===== src/rtl/gray_conv_arbiter.sv =====
// gray_conv_arbiter: round-robin arbiter sharing one binary-to-Gray converter.
// Ports: clk, rst_n, req, bin_in in; gnt, out_valid/gray/bin/id, conv_count out; out_ready in.
module gray_conv_arbiter #(
  parameter int N_REQ = 4,
  parameter int W     = 4,
  parameter int CNT_W = 16,
  localparam int IDW  = (N_REQ > 1) ? $clog2(N_REQ) : 1
) (
  input  logic             clk,
  input  logic             rst_n,
  input  logic [N_REQ-1:0] req,
  input  logic [N_REQ*W-1:0] bin_in,
  output logic [N_REQ-1:0] gnt,
  output logic             out_valid,
  input  logic             out_ready,
  output logic [W-1:0]     out_gray,
  output logic [W-1:0]     out_bin,
  output logic [IDW-1:0]   out_id,
  output logic [CNT_W-1:0] conv_count
);

  typedef enum logic {EMPTY, FULL} st_e;

  st_e              state_q, state_d;
  logic [IDW-1:0]   ptr_q, ptr_d;
  logic [W-1:0]     gray_q, gray_d;
  logic [W-1:0]     bin_q, bin_d;
  logic [IDW-1:0]   id_q, id_d;
  logic [CNT_W-1:0] cnt_q, cnt_d;

  logic             slot_free;
  logic             grant;
  logic [IDW-1:0]   gnt_idx;
  logic [W-1:0]     sel_bin;
  logic [IDW:0]     sum;

  assign slot_free = !out_valid || out_ready;

  // Scan from ptr upward, wrapping at N_REQ; first active req wins.
  // rst_n gating keeps gnt low while reset is held.
  always_comb begin
    gnt     = '0;
    grant   = 1'b0;
    gnt_idx = '0;
    sum     = '0;
    if (rst_n && slot_free) begin
      for (int o = 0; o < N_REQ; o++) begin
        sum = {1'b0, ptr_q} + (IDW+1)'(o);
        if (sum >= (IDW+1)'(N_REQ))
          sum = sum - (IDW+1)'(N_REQ);
        if (!grant && req[sum[IDW-1:0]]) begin
          grant   = 1'b1;
          gnt_idx = sum[IDW-1:0];
        end
      end
      if (grant)
        gnt[gnt_idx] = 1'b1;
    end
  end

  assign sel_bin = bin_in[int'(gnt_idx)*W +: W];

  // State register
  always_ff @(posedge clk or negedge rst_n) begin
    if (!rst_n) begin
      state_q <= EMPTY;
      ptr_q   <= '0;
      gray_q  <= '0;
      bin_q   <= '0;
      id_q    <= '0;
      cnt_q   <= '0;
    end else begin
      state_q <= state_d;
      ptr_q   <= ptr_d;
      gray_q  <= gray_d;
      bin_q   <= bin_d;
      id_q    <= id_d;
      cnt_q   <= cnt_d;
    end
  end

  // Next-state
  always_comb begin
    state_d = state_q;
    ptr_d   = ptr_q;
    gray_d  = gray_q;
    bin_d   = bin_q;
    id_d    = id_q;
    cnt_d   = cnt_q;
    unique case (state_q)
      EMPTY: if (grant) state_d = FULL;
      FULL:  if (out_ready && !grant) state_d = EMPTY;
      default: state_d = EMPTY;
    endcase
    if (grant) begin
      bin_d  = sel_bin;
      gray_d = sel_bin ^ (sel_bin >> 1);
      id_d   = gnt_idx;
      cnt_d  = cnt_q + CNT_W'(1);
      if (gnt_idx == IDW'(N_REQ - 1))
        ptr_d = '0;
      else
        ptr_d = gnt_idx + IDW'(1);
    end
  end

  // Outputs
  always_comb begin
    out_valid = (state_q == FULL);
  end

  assign out_gray   = gray_q;
  assign out_bin    = bin_q;
  assign out_id     = id_q;
  assign conv_count = cnt_q;

endmodule

===== config.mk =====
export PLATFORM = sky130hd
export DESIGN_NAME = gray_conv_arbiter
export DESIGN_NICKNAME = d
export VERILOG_FILES = /design/src/rtl/gray_conv_arbiter.sv
export SDC_FILE = /design/constraint.sdc
export NUM_CORES = 1
export LEC_CHECK = 0
export ABC_AREA = 1
export CAP_MARGIN = 40
export CELL_PAD_IN_SITES_DETAIL_PLACEMENT = 1
export CELL_PAD_IN_SITES_GLOBAL_PLACEMENT = 2
export CORE_ASPECT_RATIO = 1.1
export CORE_MARGIN = 5
export CORE_UTILIZATION = 28
export DETAILED_ROUTE_END_ITERATION = 8
export HOLD_SLACK_MARGIN = 0.05
export PLACE_DENSITY_LB_ADDON = 0.1
export SYNTH_ARGS = -nofsm -noshare
export SYNTH_HDL_FRONTEND = slang
export SYNTH_SLANG_ARGS = --single-unit

===== constraint.sdc =====
create_clock -name clk -period 4 [get_ports clk]
set_input_delay 0.8 -clock clk [delete_from_list [all_inputs] [get_ports clk]]
set_output_delay 0.8 -clock clk [all_outputs]
set_load 0.05 [all_outputs]

==> reports/qor.yml <==
status: "finished, final reports clean"
dp_hpwl_microns: 4150
cts_setup_buffers: 0
first_pass_iters: 4
cp_cell_sequence: "clkdlybuf4s50_1 -> inv_1 -> nand2_1 -> nand3_1 -> nand2_2 -> nor2_4 -> nand3_2 -> nand2_4 -> nor2_4 -> inv_1 -> nor2_1 -> buf_12"
nNetsFinal: 327
slowest_stage: "clkdlybuf4s50_1"
hold_path_depth: 1
hold_start: "out_bin[2]"
hold_path_end: "out_bin[2]"
worst_pin_slew_ns: 0.504
ys.flop_type: "dfrtp_1"
ir_drop_mv: 0.387
synth_edf_count: 0
regToRegEndpoint: "conv_count[11]"
grt.overflow.total: 0
wire_per_inst_microns: 13.4
worstSetupEndpointType: "primary output"
setup_tns_ns: 0
yosysWarnings: 0
ys_types: 25
grt_usage_pct: 13.1
setup_slack_ns: 0.469
htreeDepth: 1
core_area_sq_um: 6480
syn-num-nets: 272
antenna_found_initial: 0
leakage_nw: 1.25
syn_avg_cell_area_sq_um: 7.38
final_common_cell: "nand2_1"
cts_resized: 0
start_util_pct: 28.2
netlist.area_leader.share_pct: 38.3
crit_required_ns: 3.20
setup_violations: 0
fin_worst_skew_ns: 0.00325
use_met2_pct: 24.1
ys_seq_elements: 28
finalMaxSlewViolations: 0
cts.sinks: 28
drt_iter0_drc: 37
reg2reg_depth: 13
rsz0062_at_grt: "false"
place.gp.congestion: 0.735
async_flop_share_pct: 100
clk_pin_slew_worst_paths_ns: 0.10
crit_type: "in2out"
die_area_sq_um: 8250
ios: 54
clockBufferDepth: 2
path_max_fanout: 15
antenna_cells: 0
final_cell_mix: "nand2_1, clkdlybuf4s50_1, nand3_1, inv_1, dfrtp_1"
reg2reg_slack_ns: 1.56
yosysSeqAreaShare_pct: 38.3
drc: 0
syn2layout_area_growth_pct: 38.4
die_y_microns: 94.8
drive_above_1_share_pct: 12.6
netlist_area_sq_um: 1830
crit-reg2reg-launch: "ptr_q[0]"
dr_total_vias: 1739
grt_busiest_layer: "met2"
slowest_delay_ns: 0.48
grt_pass1_vias: 1800
cts_hold_buffers: 0
synth_top_cell_by_area: "dfrtp_1"
grt_pass1_wl_microns: 8580
dieWidth_microns: 87.1
grtUsageMet3_pct: 2.36
cts_tree: "done"
ys_top_cells_by_area: "dfrtp_1, nand2_1, nand3_1, inv_1, xor2_1"
worstSetupStartpointType: "input port"
via_per_inst: 4.53
maxSlewHeadroom_pct: 66.3
met1_usage_pct: 16.1
wl_microns: 5140
fmax_ghz: 0.283
min_period_ns: 3.53
pre_cts_slack_ns: 0.441
row_count: 31
clk_latency_ns: 0.27
portBuffers: 53
cts_made_buffers: 3
syn_inst: 248
antenna_left: 0
grt_start_max_net_pins: 29
min_path_type: "reg2reg"
arrival_ns: 2.73
finalNonFillerCells: 384
cts_root_buf: "clkbuf_8"
finalHoldViolations: 0
cellPowerDensity_nw_per_um2: 828
post-route-period-util_pct: 88.3
maxCapViolCount: 0
placedCellCount: 380
p_total_mw: 2.10
how the worst max path moves through the flow:
stage                start      to  slack, ns  depth (start not counted)
floorplan           req[1]  gnt[0]       0.96                          9
global placement    req[3]  gnt[3]       0.48                         12
detailed placement  req[3]  gnt[3]       0.44                         12
CTS                 req[3]  gnt[3]       0.44                         12
global route        req[2]  gnt[3]       0.27                         12
finish              req[1]  gnt[3]       0.47                         12
per-layer routing:
| layer | routed length [microns] | part of all wire [%] |
|---|---|---|
| met1 | 2260 | 44 |
| met2 | 2680 | 52 |
| met3 | 182 | 3.5 |
| met4 | 24 | 0.47 |
| met5 | 0 | 0 |
critical path, delay by kind of cell:
kind	cells	cell delay, ns
simple gates	8	1.07
buf+inv	4	0.86
power by group:
part | total, mW | switching [mW] | leakage [nW] | internal (mW)
combinational | 1.43 | 0.946 | 0.878 | 0.481
sequential | 0.494 | 0.112 | 0.342 | 0.381
clock | 0.178 | 0.0897 | 0.0288 | 0.0881
Yosys cell counts (3+ instances only):
library cell and count:
inv_2 6, nand3_2 4, xnor2_1 5, o21ai_0 4
nor2_1 15, o21a_1 3, nand4_1 3, o21bai_1 8
inv_1 28, nand3_1 29, dfrtp_1 28, nand2_2 10
nand2_1 77, xor2_1 10
final cells by class:
class	count	area, sq um
fill	788	3950
tap	82	103
clock buffer	4	55.1
timing repair buffer	56	593
multi-input combinational	179	945
sequential	28	701
inverter	35	136
kinds of logic (layout without fill, tap and decap cells):
group	Yosys count	in the layout	synth area share [%]
simple gates	146	146	37.6
buf+inv	41	95	10.1
flops	28	28	38.3
compound gates	17	17	6.16
xor+xnor	15	15	7.18
fa+ha+maj	1	1	0.684
per-stage QoR:
stage	cell area, sq um	hold slack (ns)	util (%)
4_1_cts	2530	0.510	39.1
5_1_grt	2530	0.521	39.1
6_report	2530	0.502	39.1
3_3_place_gp	2480	0.479	38.2
3_5_place_dp	2480	0.483	38.2
2_1_floorplan	1830	0.504	-
flip-flops by register name, summed over array words and instances, names as in the netlist:
signal	cells
out_id	2
out_gray	4
out_bin	3
ptr_q	2
out_valid	1
conv_count	16
(Power assumes the default switching activity.)
